[src/rtl/alu_pkg.sv]
// Shared ALU definitions: operation modes and default datapath geometry.
package alu_pkg;

  localparam logic MODE_ADD   = 1'b0;
  localparam logic MODE_SUB   = 1'b1;
  localparam int   DEF_WIDTH  = 8;
  localparam int   DEF_STAGES = 2;

endpackage

[src/rtl/adder_seg.sv]
// Combinational SEG-bit ripple adder; also exposes the carry into its MSB for overflow detection.
module adder_seg #(
  parameter int SEG = 4
) (
  input  logic           cin_i,
  input  logic [SEG-1:0] a_i,
  input  logic [SEG-1:0] b_i,
  output logic [SEG-1:0] sum_o,
  output logic           cout_o,
  output logic           cmsb_o
);

  logic [SEG:0] carry;

  always_comb begin
    carry    = '0;
    sum_o    = '0;
    carry[0] = cin_i;
    for (int i = 0; i < SEG; i++) begin
      sum_o[i]     = a_i[i] ^ b_i[i] ^ carry[i];
      carry[i+1]   = (a_i[i] & b_i[i]) | (carry[i] & (a_i[i] ^ b_i[i]));
    end
  end

  assign cout_o = carry[SEG];
  assign cmsb_o = carry[SEG-1];

endmodule

[src/rtl/adder_sub_pipe.sv]
// Pipelined WIDTH-bit adder/subtractor: one SEG-bit slice per stage, carry rippled through registers,
// valid/ready flow control with a single global advance enable.
module adder_sub_pipe
  import alu_pkg::*;
#(
  parameter int WIDTH  = DEF_WIDTH,
  parameter int STAGES = DEF_STAGES
) (
  input  logic             clk,
  input  logic             rst_n,
  input  logic             in_valid,
  output logic             in_ready,
  input  logic [WIDTH-1:0] in_a,
  input  logic [WIDTH-1:0] in_b,
  input  logic             in_c,
  input  logic             in_sub,
  output logic             out_valid,
  input  logic             out_ready,
  output logic [WIDTH-1:0] s_out,
  output logic             c_out,
  output logic             v_out,
  output logic             z_out
);

  localparam int SEG = WIDTH / STAGES;
  localparam logic [WIDTH-1:0] SEG_MASK = WIDTH'({SEG{1'b1}});

  logic en;

  logic [STAGES-1:0]            valid_src, sub_src, cin_src;
  logic [STAGES-1:0]            valid_q, sub_q, c_q;
  logic [STAGES-1:0]            seg_cout, seg_cmsb;
  logic [STAGES-1:0][WIDTH-1:0] a_src, b_src, s_src, s_d;
  logic [STAGES-1:0][WIDTH-1:0] a_q, b_q, s_q;
  logic [STAGES-1:0][SEG-1:0]   seg_sum;

  logic c_out_d, v_out_d, z_out_d;
  logic c_out_q, v_out_q, z_out_q;

  assign en       = ~out_valid | out_ready;
  assign in_ready = en;

  for (genvar gi = 0; gi < STAGES; gi++) begin : stage_g
    if (gi == 0) begin : head_g
      // Subtraction is folded in up front: B and the borrow are inverted once at entry.
      assign valid_src[gi] = in_valid;
      assign sub_src[gi]   = in_sub;
      assign cin_src[gi]   = (in_sub == MODE_SUB) ? ~in_c : in_c;
      assign a_src[gi]     = in_a;
      assign b_src[gi]     = (in_sub == MODE_SUB) ? ~in_b : in_b;
      assign s_src[gi]     = '0;
    end else begin : link_g
      assign valid_src[gi] = valid_q[gi-1];
      assign sub_src[gi]   = sub_q[gi-1];
      assign cin_src[gi]   = c_q[gi-1];
      assign a_src[gi]     = a_q[gi-1];
      assign b_src[gi]     = b_q[gi-1];
      assign s_src[gi]     = s_q[gi-1];
    end

    adder_seg #(.SEG(SEG)) u_seg (
      .cin_i  (cin_src[gi]),
      .a_i    (a_src[gi][gi*SEG +: SEG]),
      .b_i    (b_src[gi][gi*SEG +: SEG]),
      .sum_o  (seg_sum[gi]),
      .cout_o (seg_cout[gi]),
      .cmsb_o (seg_cmsb[gi])
    );

    assign s_d[gi] = (s_src[gi] & ~(SEG_MASK << (gi*SEG)))
                   | (WIDTH'(seg_sum[gi]) << (gi*SEG));
  end

  // Flags come from the last slice, before the borrow inversion for overflow.
  assign c_out_d = (sub_src[STAGES-1] == MODE_SUB) ? ~seg_cout[STAGES-1] : seg_cout[STAGES-1];
  assign v_out_d = seg_cmsb[STAGES-1] ^ seg_cout[STAGES-1];
  assign z_out_d = ~|s_d[STAGES-1];

  always_ff @(posedge clk or negedge rst_n) begin
    if (!rst_n) begin
      valid_q <= '0;
      sub_q   <= '0;
      c_q     <= '0;
      a_q     <= '0;
      b_q     <= '0;
      s_q     <= '0;
      c_out_q <= 1'b0;
      v_out_q <= 1'b0;
      z_out_q <= 1'b0;
    end else if (en) begin
      valid_q <= valid_src;
      sub_q   <= sub_src;
      c_q     <= seg_cout;
      a_q     <= a_src;
      b_q     <= b_src;
      s_q     <= s_d;
      c_out_q <= c_out_d;
      v_out_q <= v_out_d;
      z_out_q <= z_out_d;
    end
  end

  assign out_valid = valid_q[STAGES-1];
  assign s_out     = s_q[STAGES-1];
  assign c_out     = c_out_q;
  assign v_out     = v_out_q;
  assign z_out     = z_out_q;

  // The final stage's operand/carry/mode copies have no consumer.
  logic unused_tail;
  assign unused_tail = ^{a_q[STAGES-1], b_q[STAGES-1], c_q[STAGES-1], sub_q[STAGES-1]};

endmodule

[config.mk]
export PLATFORM = sky130hd
export DESIGN_NAME = adder_sub_pipe
export DESIGN_NICKNAME = d
export VERILOG_FILES = /design/src/rtl/alu_pkg.sv /design/src/rtl/adder_seg.sv /design/src/rtl/adder_sub_pipe.sv
export SDC_FILE = /design/constraint.sdc
export NUM_CORES = 1
export LEC_CHECK = 0
export CORE_MARGIN = 2
export CORE_UTILIZATION = 35
export DETAILED_ROUTE_END_ITERATION = 8
export PLACE_DENSITY_LB_ADDON = 0.15
export SLEW_MARGIN = 20
export SYNTH_ARGS = -nofsm -noshare
export SYNTH_HDL_FRONTEND = slang
export SYNTH_SLANG_ARGS = --single-unit
[constraint.sdc]
create_clock -name clk -period 3.3 [get_ports clk]
set_clock_uncertainty 0.15 [all_clocks]
set_input_delay 0.66 -clock clk [delete_from_list [all_inputs] [get_ports clk]]
set_output_delay 0.66 -clock clk [all_outputs]
set_load 0.005 [all_outputs]
* Yosys cells after proc, flatten, opt, wreduce, memory -nomap -nowiden
Index checks and enable logic that the tools add are counted.
Word-level totals: register bits 35
Cells by class: muxes and demuxes 3, reductions and logical operators 2, bitwise gates (word level) 47
Operator list (number):
- $xor 1x1->1 | 17
- $and 1x1->1 | 16
- $or 1x1->1 | 9
- $mux 8 | 1
- $not 8->8 | 1
- $or 4x8->8 | 1
- $reduce_or 8->1 | 1
- $not 1->1 | 3
- $mux 1 | 2
- $logic_not 1->1 | 1

* Depth between registers and ports, before layout
depth in word-level cells 11, depth in mapped cells 10, mapped depth without buffers 9

* By module
A second synthesis with hierarchy kept.
Second synthesis, totals: cell total of the unflattened synthesis 97, area total of the unflattened synthesis 1368.8 um2
By module, submodules not included:
- adder_sub_pipe | area an instance 1148.6 um2, instances 1, cells each 73, sequential area each 675.6 um2
- adder_seg | area an instance 110.1 um2, instances 2, cells each 12, sequential area each 0.0 um2

* Worst setup path before layout
OpenSTA, ideal clock, no wires.
path kind input to register, from in in_sub, to reg s_q[3] in the netlist's numbering, required time 3.025 ns, setup slack 0.332 ns, cell stages on the path 10, arrival time 2.693 ns, buffers on the path 1, path through buf_2 -> xnor2_1 -> fa_1 -> inv_1 -> fa_1 -> inv_1 -> fa_1 -> inv_1 -> fa_1 -> mux2_2
RTL lines:
- from (decl) | line adder_sub_pipe.sv:16 | input logic in_sub,
- to (signal assigned) | line adder_sub_pipe.sv:86 | s_q <= '0;
- to (signal assigned) | line adder_sub_pipe.sv:96 | s_q <= s_d;
- to (decl) | line adder_sub_pipe.sv:34 | logic [STAGES-1:0][WIDTH-1:0] a_q, b_q, s_q;

==> flow_summary.yaml <==
finish:
  num_antenna_cells: 0
  final_nets: 163
  drive_above_1_share_pct: 22.73
  syn_to_final_growth_pct: 33.21
  multiInputGateArea_sq_um: 603.1
  layout.cells.non_filler: 180
  layout.area.seq_sq_um: 675.6
  fillers: 347
  summed_area_of_non_filler_cells_in_the_final_layout_sq_um: 1797
sta:
  min_period_over_period_pct: 93.05
  finalCriticalPeriod_ps: 3071
  worstMarginPinSlew_ps: 343.3
  final_report_hold_violation_count: 0
  timing.final.max_slew_violations: 0
  max_clock_freq_ghz: 0.3257
  timing.setup.tns_ps: 0
  fin_hold_ws_ps: 326.3
  grt_setup_unrepaired: "false"
  setup-violations-final: 0
  maxSlewHeadroom_pct: 77.11
  setup_ws_ps: 229.4
critical_path:
  path_common_cell: "sky130_fd_sc_hd__fa_1"
  largest_fanout_on_the_critical_path: 4
  crit_arrival_ps: 3080
  worstSetupEndpointType: "flip-flop"
  crit_chain: "clkdlybuf4s50_1, xnor2_1, fa_1, inv_1, fa_1, inv_1, fa_1, inv_1, fa_1, mux2_2"
  timing.critical_path.slowest_stage_cell: "sky130_fd_sc_hd__clkdlybuf4s50_1"
  critical_path.max_stage_delay_ps: 560
  worstSetupPathType: "in -> reg"
  crit_required_ps: 3310
  setup.worst_path.start_class: "input pin"
clocking:
  tritoncts_num_sinks: 27
  clock_tree.root_cell: "sky130_fd_sc_hd__clkbuf_8"
  clock_latency_ps: 270
  htree_levels: 1
  clock_transition_time_at_the_flip_flop_clock_pins_of_the_worst_setup_and_hold_paths_ps: 90
  cts_made_buffers: 3
  cts_tree: "done"
  post_cts.repair.setup_buffers: 0
  post_cts_resized: 0
  hold_buf_count_cts: 0
  clock_path_buffers: 2
power:
  switching_pwr_uw: 276.1
  combinationalPowerShare_pct: 36.2
  power.ir.vdd_worst_v: 0.0001659
  power.leakage_uw: 0.0007664
  int_pwr_uw: 760.0
  power_density_nw_per_um2: 576.6
  clkPwrFrac_pct: 17.7
  seq_power_share_pct: 46.1
  switching_share_pct: 26.65
yosys:
  syn-num-nets: 123
  synth.cell_area_sq_um: 1349
  synth_cell_types: 19
  synthArstFlopShare_pct: 100.0
  syn_area_per_cell_sq_um: 14.50
  cell_count_after_synthesis: 93
  yosys.cell_count.top_type: "sky130_fd_sc_hd__dfrtp_1"
  number_of_storage_elements_in_the_synthesis_netlist: 27
  synth_edf_count: 0
  postSynth.topFlopCell: "sky130_fd_sc_hd__dfrtp_1"
  synthesis.yosys.warnings: 0
  synthDominantAreaCellType: "sky130_fd_sc_hd__dfrtp_1"
  synth.cells.most_frequent: "sky130_fd_sc_hd__dfrtp_1, sky130_fd_sc_hd__mux2_2, sky130_fd_sc_hd__inv_1, sky130_fd_sc_hd__fa_1, sky130_fd_sc_hd__xor2_1"
  synthDominantCellAreaShare_pct: 50.09
  synth.area.top_cells: "sky130_fd_sc_hd__dfrtp_1, sky130_fd_sc_hd__mux2_2, sky130_fd_sc_hd__fa_1, sky130_fd_sc_hd__xor2_1, sky130_fd_sc_hd__mux2_4"
  synth_seq_area_share_pct: 50.09
global_route:
  groute.usage.overall_pct: 12.35
  grt_util_met1_pct: 16.36
  grt_overflow: 0
  met3_usage_pct: 2.044
  grt_pass1_vias: 901
  grt_max_degree: 28
  met2_usage_pct: 19.88
  antenna_found_initial: 0
  global_route_wire_length_before_repair_mm: 4.091
  grt-busiest-layer: "met2"
min_path:
  worstHoldPathType: "reg -> reg"
die:
  die_x_microns: 66.08
  die_area_sq_um: 4367
  fp.coreArea_sq_um: 3689
  io_pins: 35
  die_height_microns: 66.08
  rows: 22
  initial_utilization_pct: 36.57
flow_run:
  drv.max_cap_violation_count: 0
detailed_routing:
  ant_nets: 0
  post-route-drc-count: 0
  detailroute.via_count: 795
  dr.pass1.iters: 3
  wire_per_inst_microns: 12.41
  drtIter0Drc: 34
  viasPerCell: 4.417
  routed_wl_mm: 2.233
run_status:
  status: "completed"
placed_design:
  post-place-ws_ps: -78.37
  gp_congestion: 0.7290
  dpl-instance-area_sq_um: 1752
  place_hpwl_mm: 1.726
  place_inst: 176
  buffer_ports.inserted: 34
-- cell type report --
cell class	instances	share of cell area, %
sequential	27	37.60
inverter	10	2.368
multi-input combinational	53	33.57
clock buffer	4	2.507
timing repair buffer	38	20.61
tap	48	3.343
-- state kept, by name, indices dropped and copies added (netlist names), 2 cells and up --
| name | count |
|---|---|
| s_q | 4 |
| valid_q | 2 |
| s_out | 8 |
| b_q | 4 |
| a_q | 4 |
-- cells by family (layout without fill, tap and decap cells) --
family,count (synthesis),in the layout,share of synthesized area [%]
adders and majority gates,8,8,11.87
AOI/OAI and AO/OA,4,4,1.670
muxes,22,22,19.39
DFF,27,27,50.09
xor gates and xnor gates,11,11,7.143
and+or+nand+nor,8,8,4.639
buffers and inverters,13,52,5.194
-- critical path: cells and delay by family --
family | cells | cell delay (ps)
buffers and inverters | 4 | 750
XOR/XNOR | 1 | 120
adder cells (fa/ha/maj) | 4 | 1270
multiplexers | 1 | 270
-- final timing paths --
check | start | endpoint | slack, ps | cells past startpoint
worst max-delay path | in_sub | s_q[3] | 230 | 10
worst min-delay path | valid_q[0] | valid_q[1] | 330 | 1
worst max register to register | a_q[4] | z_out | 340 | 8
worst min register to register | valid_q[0] | valid_q[1] | 330 | 1
max in group asynchronous | rst_n | s_q[2] | 2130 | 2
min in group asynchronous | rst_n | valid_q[1] | 610 | 2
-- layout by cell type, fill, tap and decap left out --
master and instances:
sky130_fd_sc_hd__or4_1 1, sky130_fd_sc_hd__inv_6 1, sky130_fd_sc_hd__mux2_2 17, sky130_fd_sc_hd__fa_1 8
sky130_fd_sc_hd__or4b_1 1, sky130_fd_sc_hd__clkbuf_1 1, sky130_fd_sc_hd__dfrtp_1 27, sky130_fd_sc_hd__inv_1 9
sky130_fd_sc_hd__xnor2_1 4, sky130_fd_sc_hd__nor3b_1 3, sky130_fd_sc_hd__clkbuf_8 3, sky130_fd_sc_hd__a21oi_1 3
sky130_fd_sc_hd__mux2_4 4, sky130_fd_sc_hd__nand2b_1 1, sky130_fd_sc_hd__o31ai_1 1, sky130_fd_sc_hd__clkdlybuf4s50_1 34
sky130_fd_sc_hd__nand3b_1 1, sky130_fd_sc_hd__nor2b_2 1, sky130_fd_sc_hd__xor2_1 7, sky130_fd_sc_hd__buf_4 4
sky130_fd_sc_hd__mux2i_1 1
-- routing by layer --
metal	share of wire [%]	vias to the layer above
met2	46	22
met3	4.6	4
met4	2.0	0
met5	0	-
li1	-	383
met1	47	386
-- stage by stage --
| step | utilization, % | total power, uW |
|---|---|---|
| 2_1_floorplan | - | 670.1 |
| 3_3_place_gp | 47.49 | 863.2 |
| 3_5_place_dp | 47.49 | 871.6 |
| 4_1_cts | 48.71 | 1057 |
| 5_1_grt | 48.71 | 1119 |
| 6_report | 48.71 | 1036 |
-- power by group through the flow --
stage	Combinational [uW]	Clock [uW]	Sequential, uW
floorplan	188	0	482
global placement	378	0	485
detailed placement	384	0	488
CTS	384	192	481
global route	418	207	494
finish	375	183	478
(Power assumes the default switching activity.)
